### src/rtl/decode_pkg.sv
// Shared RV32I decode types: opcodes, control flags, immediate formats and the queued bundle.
// Used by rv32i_field_decoder and decode_issue_queue.
package decode_pkg;

    localparam logic [6:0] OP_LOAD     = 7'b0000011;
    localparam logic [6:0] OP_MISC_MEM = 7'b0001111;
    localparam logic [6:0] OP_IMM      = 7'b0010011;
    localparam logic [6:0] OP_AUIPC    = 7'b0010111;
    localparam logic [6:0] OP_STORE    = 7'b0100011;
    localparam logic [6:0] OP_OP       = 7'b0110011;
    localparam logic [6:0] OP_LUI      = 7'b0110111;
    localparam logic [6:0] OP_BRANCH   = 7'b1100011;
    localparam logic [6:0] OP_JALR     = 7'b1100111;
    localparam logic [6:0] OP_JAL      = 7'b1101111;
    localparam logic [6:0] OP_SYSTEM   = 7'b1110011;

    localparam logic [31:0] INSTR_ECALL  = 32'h0000_0073;
    localparam logic [31:0] INSTR_EBREAK = 32'h0010_0073;
    localparam logic [31:0] INSTR_MRET   = 32'h3020_0073;
    localparam logic [31:0] INSTR_WFI    = 32'h1050_0073;

    typedef enum logic [2:0] {
        FMT_I, FMT_S, FMT_B, FMT_U, FMT_J, FMT_SH, FMT_NONE
    } imm_fmt_t;

    typedef struct packed {
        logic illegal, dren, dwen, branch, jump, wen;
        logic csr_swap, csr_set, csr_clr, csr_imm;
        logic ecall, breakpoint, ret, wfi, ifence, halt;
    } dec_ctrl_t;

    typedef struct packed {
        logic [31:0] instr;
        dec_ctrl_t   ctrl;
        logic [4:0]  rd;
        logic [4:0]  rs1;
        logic [4:0]  rs2;
        logic [31:0] imm;
    } dec_bundle_t;

    function automatic logic [31:0] gen_imm(input logic [31:0] i, input imm_fmt_t f);
        logic [31:0] r;
        case (f)
            FMT_I:   r = {{20{i[31]}}, i[31:20]};
            FMT_S:   r = {{20{i[31]}}, i[31:25], i[11:7]};
            FMT_B:   r = {{19{i[31]}}, i[31], i[7], i[30:25], i[11:8], 1'b0};
            FMT_U:   r = {i[31:12], 12'h000};
            FMT_J:   r = {{11{i[31]}}, i[31], i[19:12], i[20], i[30:21], 1'b0};
            FMT_SH:  r = {27'h0, i[24:20]};
            default: r = 32'h0;
        endcase
        return r;
    endfunction

endpackage

### src/rtl/rv32i_field_decoder.sv
// Combinational RV32I word -> decoded bundle fields (flags, register indices, immediate).
// Illegal words keep only ctrl.illegal set and carry a zero immediate.
module rv32i_field_decoder
    import decode_pkg::*;
#(
    parameter logic [31:0] HALT_INSTR = 32'h0000_006F
) (
    input  logic [31:0] instr_i,
    output dec_bundle_t bundle_o
);

    dec_ctrl_t  ctrl;
    imm_fmt_t   fmt;
    logic       legal;
    logic       writes;
    logic [2:0] f3;
    logic [6:0] f7;

    assign f3 = instr_i[14:12];
    assign f7 = instr_i[31:25];

    always_comb begin
        ctrl   = '0;
        fmt    = FMT_NONE;
        legal  = 1'b1;
        writes = 1'b0;
        unique case (instr_i[6:0])
            OP_LOAD: begin
                fmt       = FMT_I;
                writes    = 1'b1;
                ctrl.dren = 1'b1;
                legal     = f3 inside {3'b000, 3'b001, 3'b010, 3'b100, 3'b101};
            end
            OP_STORE: begin
                fmt       = FMT_S;
                ctrl.dwen = 1'b1;
                legal     = f3 inside {3'b000, 3'b001, 3'b010};
            end
            OP_BRANCH: begin
                fmt         = FMT_B;
                ctrl.branch = 1'b1;
                legal       = !(f3 inside {3'b010, 3'b011});
            end
            OP_JAL: begin
                fmt       = FMT_J;
                writes    = 1'b1;
                ctrl.jump = 1'b1;
            end
            OP_JALR: begin
                fmt       = FMT_I;
                writes    = 1'b1;
                ctrl.jump = 1'b1;
                legal     = (f3 == 3'b000);
            end
            OP_LUI, OP_AUIPC: begin
                fmt    = FMT_U;
                writes = 1'b1;
            end
            OP_IMM: begin
                fmt    = FMT_I;
                writes = 1'b1;
                if (f3 == 3'b001) begin
                    fmt   = FMT_SH;
                    legal = (f7 == 7'b0000000);
                end else if (f3 == 3'b101) begin
                    fmt   = FMT_SH;
                    legal = (f7 == 7'b0000000) || (f7 == 7'b0100000);
                end
            end
            OP_OP: begin
                writes = 1'b1;
                legal  = (f7 == 7'b0000000) ||
                         ((f7 == 7'b0100000) && (f3 == 3'b000 || f3 == 3'b101));
            end
            OP_MISC_MEM: begin
                fmt         = FMT_I;
                ctrl.ifence = (f3 == 3'b001);
                legal       = (f3 == 3'b000) || (f3 == 3'b001);
            end
            OP_SYSTEM: begin
                fmt = FMT_I;
                if (f3 == 3'b000) begin
                    unique case (1'b1)
                        (instr_i == INSTR_ECALL):  ctrl.ecall      = 1'b1;
                        (instr_i == INSTR_EBREAK): ctrl.breakpoint = 1'b1;
                        (instr_i == INSTR_MRET):   ctrl.ret        = 1'b1;
                        (instr_i == INSTR_WFI):    ctrl.wfi        = 1'b1;
                        default:                   legal           = 1'b0;
                    endcase
                end else begin
                    writes        = 1'b1;
                    legal         = (f3 != 3'b100);
                    ctrl.csr_swap = (f3[1:0] == 2'b01);
                    ctrl.csr_set  = (f3[1:0] == 2'b10);
                    ctrl.csr_clr  = (f3[1:0] == 2'b11);
                    ctrl.csr_imm  = f3[2];
                end
            end
            default: legal = 1'b0;
        endcase
        ctrl.wen = writes && (instr_i[11:7] != 5'd0);
        if (instr_i == HALT_INSTR) begin
            ctrl.halt = 1'b1;
            ctrl.jump = 1'b1;
        end
        if (!legal) begin
            ctrl         = '0;
            ctrl.illegal = 1'b1;
            fmt          = FMT_NONE;
        end
    end

    always_comb begin
        bundle_o       = '0;
        bundle_o.instr = instr_i;
        bundle_o.ctrl  = ctrl;
        bundle_o.rd    = instr_i[11:7];
        bundle_o.rs1   = instr_i[19:15];
        bundle_o.rs2   = instr_i[24:20];
        bundle_o.imm   = gen_imm(instr_i, fmt);
    end

endmodule

### src/rtl/decode_issue_queue.sv
// Registered RV32I decode plus decoded-bundle FIFO between fetch and execute.
// Optional DECODE_BYPASS_EN: empty queue forwards the decoded input straight to out_*.
module decode_issue_queue
    import decode_pkg::*;
#(
    parameter int          DEPTH      = 4,
    parameter int          PC_W       = 32,
    parameter logic [31:0] HALT_INSTR = 32'h0000_006F
) (
    input  logic                     CLK,
    input  logic                     nRST,
    input  logic                     flush,
    input  logic                     in_valid,
    output logic                     in_ready,
    input  logic [31:0]              in_instr,
    input  logic [PC_W-1:0]          in_pc,
    output logic                     out_valid,
    input  logic                     out_ready,
    output logic [PC_W-1:0]          out_pc,
    output logic [31:0]              out_instr,
    output dec_ctrl_t                out_ctrl,
    output logic [4:0]               out_rd,
    output logic [4:0]               out_rs1,
    output logic [4:0]               out_rs2,
    output logic [31:0]              out_imm,
    output logic [$clog2(DEPTH):0]   count
);

    localparam int AW = $clog2(DEPTH);
    localparam logic [AW:0] ONE = 1;

    dec_bundle_t            mem_q [DEPTH];
    logic [PC_W-1:0]        pc_q  [DEPTH];
    logic [AW:0]            wr_ptr_q, rd_ptr_q, count_q, count_d;
    dec_bundle_t            dec, head;
    logic [PC_W-1:0]        head_pc;
    logic                   empty, full, byp, push, pop;

    rv32i_field_decoder #(.HALT_INSTR(HALT_INSTR)) u_dec (
        .instr_i  (in_instr),
        .bundle_o (dec)
    );

    assign empty = (wr_ptr_q == rd_ptr_q);
    assign full  = (wr_ptr_q[AW] != rd_ptr_q[AW]) &&
                   (wr_ptr_q[AW-1:0] == rd_ptr_q[AW-1:0]);

`ifdef DECODE_BYPASS_EN
    assign byp = empty && in_valid && out_ready && !flush;
`else
    assign byp = 1'b0;
`endif

    assign in_ready  = !full;
    assign push      = in_valid && in_ready && !flush && !byp;
    assign pop       = !empty && out_ready && !flush;
    assign out_valid = !empty || byp;

    assign head    = byp ? dec   : mem_q[rd_ptr_q[AW-1:0]];
    assign head_pc = byp ? in_pc : pc_q[rd_ptr_q[AW-1:0]];

    assign out_pc    = head_pc;
    assign out_instr = head.instr;
    assign out_ctrl  = head.ctrl;
    assign out_rd    = head.rd;
    assign out_rs1   = head.rs1;
    assign out_rs2   = head.rs2;
    assign out_imm   = head.imm;
    assign count     = count_q;

    always_comb begin
        count_d = count_q;
        unique case ({push, pop})
            2'b10:   count_d = count_q + ONE;
            2'b01:   count_d = count_q - ONE;
            default: count_d = count_q;
        endcase
    end

    // Flush resets the pointers only; stale storage is unreachable afterwards.
    always_ff @(posedge CLK or negedge nRST) begin
        if (!nRST) begin
            wr_ptr_q <= '0;
            rd_ptr_q <= '0;
            count_q  <= '0;
            for (int i = 0; i < DEPTH; i++) begin
                mem_q[i] <= '0;
                pc_q[i]  <= '0;
            end
        end else if (flush) begin
            wr_ptr_q <= '0;
            rd_ptr_q <= '0;
            count_q  <= '0;
        end else begin
            if (push) begin
                mem_q[wr_ptr_q[AW-1:0]] <= dec;
                pc_q[wr_ptr_q[AW-1:0]]  <= in_pc;
                wr_ptr_q                <= wr_ptr_q + ONE;
            end
            if (pop) begin
                rd_ptr_q <= rd_ptr_q + ONE;
            end
            count_q <= count_d;
        end
    end

endmodule

### config.mk
export PLATFORM = sky130hd
export DESIGN_NAME = decode_issue_queue
export DESIGN_NICKNAME = d
export VERILOG_FILES = /design/src/rtl/decode_pkg.sv /design/src/rtl/rv32i_field_decoder.sv /design/src/rtl/decode_issue_queue.sv
export SDC_FILE = /design/constraint.sdc
export NUM_CORES = 1
export LEC_CHECK = 0
export CAP_MARGIN = 20
export CORE_ASPECT_RATIO = 0.6
export CORE_MARGIN = 2
export CORE_UTILIZATION = 30
export CTS_CLUSTER_SIZE = 20
export DETAILED_ROUTE_END_ITERATION = 7
export GPL_ROUTABILITY_DRIVEN = 0
export GPL_TIMING_DRIVEN = 0
export SLEW_MARGIN = 0
export SYNTH_ARGS = -nofsm -noshare
export SYNTH_HDL_FRONTEND = slang
export SYNTH_SLANG_ARGS = --single-unit
### constraint.sdc
create_clock -name CLK -period 2.9 [get_ports CLK]
set_input_delay 0.29 -clock CLK [delete_from_list [all_inputs] [get_ports CLK]]
set_output_delay 0.29 -clock CLK [all_outputs]
set_load 0.005 [all_outputs]
After elaboration in Yosys (flattened, before gate mapping)
Index checks and enable logic that the tools add are counted.
{"block": "op_classes", "magnitude_cmp": 3, "bitwise_logic": 3, "add_sub_neg": 4, "n_eq_ne": 36, "n_mux": 45, "reduce_logical": 33}
{"cell": "bitwise mux 380 bit", "n": 1}
{"cell": "two-way mux 95 bit", "n": 3}
{"cell": "case mux 32 bit (6 select lines)", "n": 1}
{"cell": "binary-select mux 95 bit (select 2 bit)", "n": 1}
{"cell": "demux 95 bit (select 2 bit)", "n": 1}
{"cell": "bitwise mux 128 bit", "n": 1}
{"cell": "two-way mux 32 bit", "n": 3}
{"cell": "binary-select mux 32 bit (select 2 bit)", "n": 1}
{"cell": "demux 32 bit (select 2 bit)", "n": 1}
{"cell": "equality test 32 x 7 -> 1 bit, second input constant", "n": 2}
{"cell": "equality test 32 x 21 -> 1 bit, second input constant", "n": 1}
{"cell": "equality test 32 x 29 -> 1 bit, second input constant", "n": 1}
{"cell": "equality test 32 x 30 -> 1 bit, second input constant", "n": 1}
{"cell": "equality test 7 x 6 -> 1 bit, second input constant", "n": 4}
{"cell": "equality test 7 bit, second input constant", "n": 4}
{"cell": "two-way mux 3 bit", "n": 8}
{"cell": "case mux 3 bit (6 select lines)", "n": 1}
{"cell": "two-way mux 1 bit", "n": 16}
{"cell": "two-way mux 16 bit", "n": 1}
{"cell": "equality test 7 x 5 -> 1 bit, second input constant", "n": 2}
{"cell": "equality test 3 x 2 -> 1 bit, second input constant", "n": 4}
{"cell": "equality test 3 bit, second input constant", "n": 4}
{"cell": "nonzero test 5 bit", "n": 2}
{"cell": "adder 3 x 1 -> 3 bit, second input constant", "n": 3}
{"cell": "other kinds (31)", "n": 57}
{"block": "totals", "inputBits": 69, "elab_cells": 215, "ff_bits": 517, "out_inout_bits": 132}

Longest topological paths before layout
Gate-level depths: netlist (run 1).
{"block": "depth", "ltp_word": 9, "mapped_depth": 11, "depth_no_buf": 9}

Modules after synthesis
Synthesis (run 1) repeated with hierarchy kept, for this count alone.
{"block": "unflattened", "hier_cells": 1513, "area_unflattened_um2": 23799.1}
{"mod": "decode_issue_queue", "seq_area_each_um2": 12937.4, "cells_per_inst": 1295, "n_inst": 1, "area_each_um2": 22369.0}
{"mod": "rv32i_field_decoder", "seq_area_each_um2": 0.0, "cells_per_inst": 218, "n_inst": 1, "area_each_um2": 1430.1}

Worst setup path after synthesis (run 1)
No wires, ideal clock.
{"block": "synth_timing", "path_kind": "input to register", "start": "in in_instr[0]", "end": "reg mem_q[192] (netlist name)", "cell_stages": 9, "t_arrival_ns": 2.338, "path_slack_ns": 0.437, "required_time_ns": 2.775, "n_path_buf": 2, "cell_sequence": "buf_2 > nor4bb_1 > and2_4 > o221a_2 > or3b_1 > or3_4 > buf_2 > a32o_1 > mux2_2"}
{"block": "synth_between", "elab_chain_len": 9}
{"item": "from (decl)", "line": "decode_issue_queue.sv:15", "text": "input logic [31:0] in_instr,"}
{"item": "equality test 32 x 29 -> 1 bit (tied with other cells)", "line": "rv32i_field_decoder.sv:87", "text": "(instr_i == INSTR_WFI): ctrl.wfi = 1'b1;"}
{"item": "OR reduction 4 bit (no source line)"}
{"item": "two-way mux 1 bit", "line": "rv32i_field_decoder.sv:83", "text": "unique case (1'b1)"}
{"item": "two-way mux 1 bit", "line": "rv32i_field_decoder.sv:82", "text": "if (f3 == 3'b000) begin"}
{"item": "case mux 1 bit (9 select lines)", "line": "rv32i_field_decoder.sv:27", "text": "unique case (instr_i[6:0])"}
{"item": "two-way mux 3 bit *", "line": "rv32i_field_decoder.sv:106", "text": "if (!legal) begin"}
{"item": "equality test 3 bit (tied with other cells)", "line": "decode_pkg.sv:43", "text": "case (f)"}
{"item": "case mux 32 bit (6 select lines) *", "line": "decode_pkg.sv:43"}
{"item": "bitwise mux 380 bit *", "line": "decode_issue_queue.sv:96", "text": "mem_q[wr_ptr_q[AW-1:0]] <= dec;"}
{"item": "to (signal, indexed assignment)", "line": "decode_issue_queue.sv:87", "text": "mem_q[i] <= '0;"}
{"item": "to (signal, indexed assignment)", "line": "decode_issue_queue.sv:96"}
{"item": "to (decl)", "line": "decode_issue_queue.sv:32", "text": "dec_bundle_t mem_q [DEPTH];"}
Mark *: on every way between the ends. The rest lies on a longest branch, timed or not.
A chain may end at the register's enable or synchronous reset.

==> results of run 1 <==
final timing paths:
kind,end,cells after the start
worst max-delay path,out_ctrl[11],6
worst min-delay path,mem_q[348],3
worst max register to register,mem_q[315],10
worst min register to register,pc_q[64],2
max in group asynchronous,pc_q[126],5
min in group asynchronous,mem_q[199],2
cell usage after synthesis (all sizes together) (4+ instances only):
cell	count
a21oi	5
nor2	104
dfrtp	457
ha	5
and2	7
mux2	28
xor2	5
nand2	885
xnor2	5
inv	5
clkbuf	110
nor3	9
a31oi	78
nand3	12
or3	4
nand4	5
buf	54
mux4	112
a32o	4
o21ai	98
kinds of logic (layout without fill, tap and decap cells):
family | count (synthesis) | in the layout | synth area share, %
AOI/OAI and AO/OA | 202 | 202 | 5.80
buffers and inverters | 169 | 460 | 3.50
muxes | 143 | 143 | 14.0
other | 0 | 4 | 0
DFF | 457 | 457 | 55.9
xor gates and xnor gates | 10 | 10 | 0.428
and+or+nand+nor | 1047 | 1047 | 19.9
adders and majority gates | 6 | 6 | 0.404
area by class of cell:
cell class,instances,area (sq um)
Antenna cell,4,10.0
Buffer,157,958
Clock buffer,62,1220
Clock inverter,17,235
Fill cell,6672,42200
Inverter,5,18.8
Multi-Input combinational cell,1408,8330
Sequential cell,457,11400
Tap cell,912,1140
Timing Repair Buffer,219,2270
placed cells by master (no fill, tap or decap), types with 3 or more instances in the layout:
cell type        netlist  layout
dlygate4sd2_1          0      53
nor3_1                 9       9
a21oi_1                5       5
xor2_1                 5       5
clkdlybuf4s50_1        0     102
clkinv_2               0       5
clkinvlp_4             0       3
buf_16                 0       5
buf_2                 21      25
and2_1                 6       4
clkbuf_1             110      62
bufinv_16              0       5
nor2_1               104     103
diode_2                0       4
dfrtp_1              457     457
xnor2_1                5       5
nand2_1              885     885
clkbuf_16              0      47
buf_12                 0      10
clkbuf_2               0      48
buf_4                 15      29
or3_1                  3       3
nand3_1               12      12
dlymetal6s2s_1         0      17
clkbuf_8               0       5
mux2i_1                3       3
ha_1                   5       5
a31oi_1               78      78
mux2_2                28      28
clkbuf_4               0      11
mux4_2               112     112
o21ai_0               94      94
buf_6                  0      15
inv_1                  5       4
o21ai_1                4       3
clkdlybuf4s15_1        0       6
a32o_1                 4       4
nand4_1                5       5
per-layer routing:
layer	GRT usage, %	vias to the layer above	share of wire (%)
met2	28.5	774	43
li1	-	7298	-
met5	1.46	-	0.30
met4	4.89	12	2.2
met3	7.46	121	12
met1	27.7	8446	43
through the flow:
step                util [%]  setup slack, ns  hold slack, ns  setup TNS, ns
floorplan                  -            0.437        -0.00559              0
global placement        34.7           -18.17           0.452       -8557.43
detailed placement      34.8            -1.01           0.435        -307.49
CTS                     37.6          -0.0810          0.0196         -0.376
global route            37.8         -0.00772          0.0540        -0.0168
finish                  37.8           0.0342          0.0424              0
state kept, by name, indices dropped and copies added (netlist names):
signal and count:
rd_ptr_q 3, pc_q 128, mem_q 320, wr_ptr_q 3, count 3
repair_timing:
action                                 in CTS  in global routing
hold buffers                                1                  0
buffers inserted                           14                  8
gates cloned                                2                  0
setup endpoints to repair                 513                407
pin swaps                                   0                  3
endpoints found under the hold margin     114                  0
resized for setup                         236                 78
report_power, final:
group	internal, mW	total (mW)	switching (mW)	leakage (nW)
Clock	3.40	6.01	2.61	0.703
Sequential	7.86	8.65	0.797	5.95
Combinational	3.00	5.62	2.61	5.63
Total	14.3	20.3	6.03	12.3
worst max-delay path, stage by stage (launching register included):
cell and delay (ns):
dfrtp_1 0.37, buf_6 0.18, buf_4 0.14, clkbuf_16 0.15, buf_16 0.15, mux4_2 0.54
clkdlybuf4s50_1 0.46
==> out/metrics.yaml, run 1 <==
clock_network:
  cts_sinks: 457
  cts-root-buf: "clkbuf_16"
  cts_htree_levels: 2
  cts_tree: "yes"
  cts_buffers: 44
  cts_buffer_depth: 3
  clk_pin_slew_ns: 0.07
  clk_latency_ns: 0.58
critical_path:
  critPathArrivalTime_ns: 2.58
  critPathLaunchType: "flop"
  r2r-start: "rd_ptr_q[1]"
  crit_required_ns: 2.61
  endpoint_kind: "primary output"
  crit_path_start: "rd_ptr_q[0]"
  cp_max_fo: 10
  rrSetupSlack_ns: 0.05
  path_class: "reg2out"
timing:
  worst_pin_slew_ns: 0.874
  min_period_ns: 2.87
  slew_viol_final: 0
  slew_headroom_pct: 41.8
  hold_violations: 0
  max_freq_mhz: 349
  fin_skew_ns: 0.0250
  setup_viol: 0
  period_share_pct: 98.8
global_route:
  grt_antenna_before_repair: 9
  grt_pass1_wl_mm: 105
  grt_max_degree: 125
  grt_overflow: 0
  grt_pass1_vias: 16600
  track_usage_pct: 19.8
cells_and_area:
  fin_area_sq_um: 25600
  layout-drive-gt1-share_pct: 15.7
  finalNonFillerCells: 3241
  area_growth_pct: 25.2
  nets: 2367
route:
  dr.first_iter.drc_count: 1805
  wl_per_cell_microns: 21.5
  wl_mm: 69.6
  vias: 16700
  drtPass1Iterations: 6
  postRouteAntennaNets: 0
  vias_per_cell: 5.14
  drc: 0
logic_synthesis:
  syn_area_sq_um: 20500
  yosysWarnings: 0
  synth_ff_type: "dfrtp_1"
  syn_inst: 2034
  seq_area_frac_synth_pct: 55.9
  syn_nets: 2109
  synth_top_area_share_pct: 55.9
  synth_top_cell_by_area: "dfrtp_1"
  async_flop_share_pct: 100
  synth_cell_types: 51
  synth.area.top_cells: "dfrtp_1 56%, nand2_1 16%, mux4_2 12%, a31oi_1 2.4%, o21ai_0 2.3%"
  synth-seq-cells: 457
  syn_area_per_cell_sq_um: 10.1
  synth_edf_count: 0
run_status:
  outcome: "finished, final reports clean"
floorplan:
  die_h_microns: 206
  core.rowCount: 74
  core-area_sq_um: 67800
  die_area_sq_um: 70400
  start_util_pct: 30.2
  chipWidth_microns: 341
  io_pins: 201
min_path:
  worstHoldPathType: "in2reg"
  worstHoldStart: "in_instr[0]"
power_and_ir_drop:
  peakVddDrop_v: 0.000399
  powerDensity_nw_per_um2: 792
  total_power_mw: 20.3
  p_leak_nw: 12.3
placed_design:
  portBuffers: 190
  place_area_sq_um: 23600
  dp.cells: 3140
  place_hpwl_mm: 49.6
job:
  maxCapViolations: 0
Note: power is estimated with default switching activity, not from simulation.
==> run 2, diff against run 1 <==
- CORE_MARGIN: 2 -> 10
- SKIP_CTS_REPAIR_TIMING: not set -> 1
==> out/metrics.yaml, run 2 (synthesis gave the netlist of run 1 again) <==
run_status:
  outcome: "finished with violations"  # was finished, final reports clean
  violations: "negative hold slack"
global_route:
  grt_antenna_before_repair: 9  # unchanged
  track_usage_pct: 17.6  # was 19.8%
  grt_pass1_wl_mm: 108  # was 105 mm
  grt_pass1_vias: 16900  # was 16600
  grt_overflow: 0  # unchanged
  grt_max_degree: 126  # was 125
cells_and_area:
  largest_register: "mem_q"  # unchanged
  area_growth_pct: 25.9  # was 25.2%
  mostFrequentLayoutCells: "885 x nand2_1, 457 x dfrtp_1, 127 x clkdlybuf4s50_1"  # was 885 x nand2_1, 457 x dfrtp_1, 112 x mux4_2
  layout_commonest_cell: "nand2_1"  # unchanged
  utilization_pct: 38.0  # was 37.8%
  finalNonFillerCells: 3244  # was 3241
  largest_registers: "mem_q (320), pc_q (128)"  # unchanged
  layout-drive-gt1-share_pct: 16.4  # was 15.7%
  nets: 2370  # was 2367
  largest_register_ffs: 320  # unchanged
clock_network:
  clk_pin_slew_ns: 0.07  # about the same
  cts_htree_levels: 2  # unchanged
  clk_latency_ns: 0.59  # was 0.58 ns
  cts-root-buf: "clkbuf_16"  # unchanged
  cts_sinks: 457  # unchanged
  cts_tree: "yes"  # unchanged
  cts_buffers: 45  # was 44
  cts_buffer_depth: 3  # unchanged
route:
  drtPass1Iterations: 6  # unchanged
  drc: 0  # unchanged
  vias: 16800  # was 16700
  vias_per_cell: 5.16  # was 5.14
  wl_mm: 71.6  # was 69.6 mm
  wl_per_cell_microns: 22.1  # was 21.5 microns
  dr.first_iter.drc_count: 1837  # was 1805
  postRouteAntennaNets: 0  # unchanged
power_and_ir_drop:
  p_leak_nw: 12.6  # was 12.3 nW
  powerDensity_nw_per_um2: 799  # was 792 nW/um^2
  total_power_mw: 20.6  # was 20.3 mW
  peakVddDrop_v: 0.000443  # was 0.000399 V
critical_path:
  cp_max_fo: 10  # unchanged
  r2r_cells: 10  # unchanged
  path_class: "reg2out"  # unchanged
  critPathArrivalTime_ns: 2.57  # was 2.58 ns
  cp_top_family: "buffers and inverters"  # unchanged
  path_cells: "clkbuf_4 > buf_2 > mux4_2 > clkdlybuf4s50_1"  # was buf_6 > buf_4 > clkbuf_16 > buf_16 > mux4_2 > clkdlybuf4s50_1
  slowest_stage: "mux4_2"  # unchanged
  critPathLaunchType: "flop"  # unchanged
  rrSetupSlack_ns: 0.08  # was 0.05 ns
  crit_required_ns: 2.61  # about the same
  crit_cells: 4  # was 6
  path_buf_inv: 3  # was 5
  endpoint_kind: "primary output"  # unchanged
  critPathMaxStageDelay_ns: 0.50  # was 0.54 ns
timing:
  slew_headroom_pct: 38.5  # was 41.8%
  max_freq_mhz: 349  # about the same
  rsz0062_at_grt: "yes"
  setup_viol: 0  # unchanged
  tns_ns: 0  # unchanged
  whs_ns: -0.216  # was 0.0424 ns
  slew_viol_final: 0  # unchanged
  fin_ws_ns: 0.0355  # was 0.0342 ns
  hold_violations: 116  # was 0
  min_period_ns: 2.86  # was 2.87 ns
  fin_skew_ns: 0.0256  # was 0.0250 ns
  worst_pin_slew_ns: 0.922  # was 0.874 ns
  period_share_pct: 98.8  # about the same
floorplan:
  core.rowCount: 74  # unchanged
  die_area_sq_um: 79400  # was 70400 sq um
  die_h_microns: 222  # was 206 microns
  core-area_sq_um: 67800  # unchanged
  start_util_pct: 30.2  # unchanged
  chipWidth_microns: 357  # was 341 microns
  io_pins: 201  # unchanged
min_path:
  worstHoldPathType: "in2async"  # was in2reg
job:
  maxCapViolations: 0  # unchanged
placed_design:
  place_ws_ns: -0.848  # was -1.01 ns
  portBuffers: 190  # unchanged
  place_hpwl_mm: 51.5  # was 49.6 mm
  dp.cells: 3140  # unchanged
-- run 2: cell types whose count changed in the layout (fill, tap and decap cells not counted), sizes merged, moves of 5 or more --
cell           previous run  this run
clkdlybuf4s15             6         0
dlygate4sd2              53         0
clkdlybuf4s50           102       127
clkbuf                  173       168
dlymetal6s2s             17        49
clkinv                    6        14
buf                      86        95
-- run 2: routing by layer --
layer	global-route usage, %	share of wire (%)	vias to the layer above
li1	-	-	7301
met1	24.9	43	8520
met2	25.7	43	817
met3	6.45	12	100
met4	2.95	1.5	14
met5	0	0.14	-
-- run 2: where the power goes --
part / internal (mW) / switching [mW] / leakage (nW)
sequential: 7.86 / 0.815 / 5.95
clock: 3.50 / 2.64 / 0.753
combinational: 3.09 / 2.66 / 5.91
-- run 2: final timing paths --
kind | from | to
max in group asynchronous | nRST | pc_q[25]
worst min-delay path | nRST | mem_q[199]
worst min register to register | pc_q[68] | pc_q[68]
min in group CLK | in_instr[0] | mem_q[253]
worst max-delay path | rd_ptr_q[1] | out_imm[2]
worst max register to register | rd_ptr_q[1] | mem_q[305]
-- run 2: worst register-to-register path, stage by stage (launching register included) --
cell      delay [ns]
dfrtp_1         0.38
clkbuf_4        0.22
xnor2_1         0.17
nand3_1         0.17
nand2_1         0.21
nor2_4          0.28
and2_1          0.17
buf_2           0.27
clkbuf_1        0.54
nor2_1          0.15
a31oi_1         0.16
-- run 2: final cells by class --
cell class	count	area [sq um]
tap	912	1140
antenna	2	5.00
timing repair buffer	216	2320
inverter	5	18.8
clock inverter	21	224
buffer	162	972
fill	6599	42000
clock buffer	61	1300
sequential	457	11400
multi-input combinational	1408	8330
-- run 2: through the flow --
| stage | hold WS, ns | instance area [sq um] |
|---|---|---|
| finish | -0.216 | 25700 |
| global route | -0.154 | 25700 |
| CTS | -0.171 | 25100 |
| detailed placement | 0.445 | 23600 |
| global placement | 0.451 | 23500 |
| floorplan | -0.00559 | 20500 |
==> run 3, diff against run 2 <==
- CTS_CLUSTER_DIAMETER: not set -> 50
==> out/metrics.yaml, run 3 (synthesis gave the netlist of run 1 again) <==
route:
  drc: 0  # unchanged
  wl_per_cell_microns: 22.2  # was 22.1 microns
  wl_mm: 71.2  # was 71.6 mm
  dr.first_iter.drc_count: 2019  # was 1837
  vias: 16600  # was 16800
  postRouteAntennaNets: 0  # unchanged
  vias_per_cell: 5.18  # was 5.16
  drtPass1Iterations: 5  # was 6
critical_path:
  endpoint_kind: "primary output"  # unchanged
  worstReg2RegEnd: "mem_q[245]"  # was mem_q[305]
  r2r_cells: 10  # unchanged
  rrSetupSlack_ns: 0.12  # was 0.08 ns
  r2r-start: "rd_ptr_q[1]"  # unchanged
  critPathLaunchType: "flop"  # unchanged
  path_class: "reg2out"  # unchanged
  cp_max_fo: 10  # unchanged
  critPathArrivalTime_ns: 2.67  # was 2.57 ns
  crit_required_ns: 2.61  # about the same
floorplan:
  chipWidth_microns: 357  # unchanged
  core.rowCount: 74  # unchanged
  die_area_sq_um: 79400  # unchanged
  io_pins: 201  # unchanged
  die_h_microns: 222  # unchanged
  core-area_sq_um: 67800  # unchanged
  start_util_pct: 30.2  # unchanged
power_and_ir_drop:
  powerDensity_nw_per_um2: 776  # was 799 nW/um^2
  peakVddDrop_v: 0.000426  # was 0.000443 V
  p_int_mw: 13.6  # was 14.4 mW
  sequentialPowerShare_pct: 44.1  # was 42.2%
  p_leak_nw: 12.2  # was 12.6 nW
  switchingPower_mw: 6.04  # was 6.12 mW
  total_power_mw: 19.6  # was 20.6 mW
  p_clk_share_pct: 27.0  # was 29.9%
  switching_share_pct: 30.8  # was 29.8%
  share_comb_of_total_power_pct: 28.9  # was 27.9%
timing:
  worst_pin_slew_ns: 0.917  # was 0.922 ns
  whs_ns: -0.223  # was -0.216 ns
  fin_ws_ns: -0.0625  # was 0.0355 ns
  period_share_pct: 102  # was 98.8%
  min_period_ns: 2.96  # was 2.86 ns
  rsz0062_at_grt: "yes"  # unchanged
  fin_skew_ns: 0.0339  # was 0.0256 ns
  slew_viol_final: 0  # unchanged
  slew_headroom_pct: 38.9  # was 38.5%
  hold_violations: 116  # unchanged
  setup_viol: 8  # was 0
  max_freq_mhz: 338  # was 349 MHz
run_status:
  outcome: "finished with violations"  # unchanged
  violations: "negative hold slack, negative setup slack"  # was negative hold slack
cells_and_area:
  multiInputGateArea_sq_um: 8330  # unchanged
  utilization_pct: 37.3  # was 38.0%
  largest_registers: "mem_q (320), pc_q (128)"  # unchanged
  fill_cells: 6647  # was 6599
  layout_commonest_cell: "nand2_1"  # unchanged
  seq_area_sq_um: 11400  # unchanged
  largest_register: "mem_q"  # unchanged
  area_growth_pct: 23.7  # was 25.9%
  largest_register_ffs: 320  # unchanged
  mostFrequentLayoutCells: "885 x nand2_1, 457 x dfrtp_1, 141 x clkdlybuf4s50_1"  # was 885 x nand2_1, 457 x dfrtp_1, 127 x clkdlybuf4s50_1
  finalNonFillerCells: 3213  # was 3244
  layout-drive-gt1-share_pct: 14.9  # was 16.4%
  nets: 2351  # was 2370
job:
  maxCapViolations: 0  # unchanged
global_route:
  grt_pass1_wl_mm: 107  # was 108 mm
  grt_pass1_vias: 16900  # about the same
  grt_max_degree: 126  # unchanged
  track_usage_pct: 17.5  # was 17.6%
  grt_overflow: 0  # unchanged
  grt_antenna_before_repair: 10  # was 9
placed_design:
  portBuffers: 190  # unchanged
  place_ws_ns: -0.848  # unchanged
  dp.cells: 3140  # unchanged
  place_hpwl_mm: 51.5  # unchanged
clock_network:
  cts-root-buf: "clkbuf_16"  # unchanged
  cts_buffer_depth: 3  # unchanged
  clk_pin_slew_ns: 0.08  # was 0.07 ns
  cts_buffers: 35  # was 45
  cts_tree: "yes"  # unchanged
  cts_htree_levels: 2  # unchanged
  clk_latency_ns: 0.56  # was 0.59 ns
  cts_sinks: 457  # unchanged
min_path:
  worstHoldPathType: "in2async"  # unchanged
[run 3: cell types whose count changed in the layout (fill, tap and decap cells not counted), sizes merged, moves of 3 or more]
cell	change
buf	-15
clkinv	-7
inv	+8
clkinvlp	-3
clkbuf	-22
dlymetal6s2s	-8
clkdlybuf4s50	+14
[run 3: per-stage QoR]
stage / setup TNS (ns) / area (sq um)
6_report: -0.212 / 25300
5_1_grt: -2.35 / 25300
4_1_cts: -355.21 / 24800
3_5_place_dp: -296.07 / 23600
3_3_place_gp: -8530.74 / 23500
2_1_floorplan: 0 / 20500
[run 3: worst max-delay path by stage]
stage	from	endpoint	slack (ns)	cells after the start
3_3_place_gp	nRST	pc_q[55]	-18.14	1
5_1_grt	rd_ptr_q[0]	out_rs2[2]	-0.13	7
2_1_floorplan	in_instr[0]	mem_q[192]	0.44	9
3_5_place_dp	rd_ptr_q[0]	mem_q[66]	-0.85	11
4_1_cts	rd_ptr_q[0]	out_rs1[1]	-1.35	6
6_report	rd_ptr_q[0]	out_rs2[2]	-0.06	7
[run 3: area by class of cell]
| cell class | count | area share, % |
|---|---|---|
| Inverter | 5 | 0.0741 |
| Sequential cell | 457 | 45.2 |
| Multi-Input combinational cell | 1408 | 32.9 |
| Antenna cell | 4 | 0.0395 |
| Tap cell | 912 | 4.51 |
| Timing Repair Buffer | 207 | 8.88 |
| Clock buffer | 39 | 3.64 |
| Buffer | 162 | 3.68 |
| Clock inverter | 19 | 1.08 |
[run 3: routing by layer]
layer,vias to the layer above,track usage (%),part of all wire (%)
li1,7266,-,-
met1,8419,24.0,43
met2,841,25.3,43
met3,97,7.37,12
met4,10,3.43,1.8
met5,-,1.25,0.10
[run 3: worst max-delay path, stage by stage, from the launching register on]
cell             delay, ns
dfrtp_1               0.37
buf_6                 0.18
buf_12                0.16
buf_12                0.11
buf_12                0.14
mux4_2                0.56
buf_4                 0.16
clkdlybuf4s50_1       0.44
[run 3: power groups by stage]
stage               combinational [mW]  sequential [mW]  clock (mW)
global placement                  5.38             8.69           0
global route                      6.23             8.82        5.59
CTS                               5.55             8.64        5.36
floorplan                         3.02             8.48           0
detailed placement                5.52             8.76           0
finish                            5.67             8.67        5.30
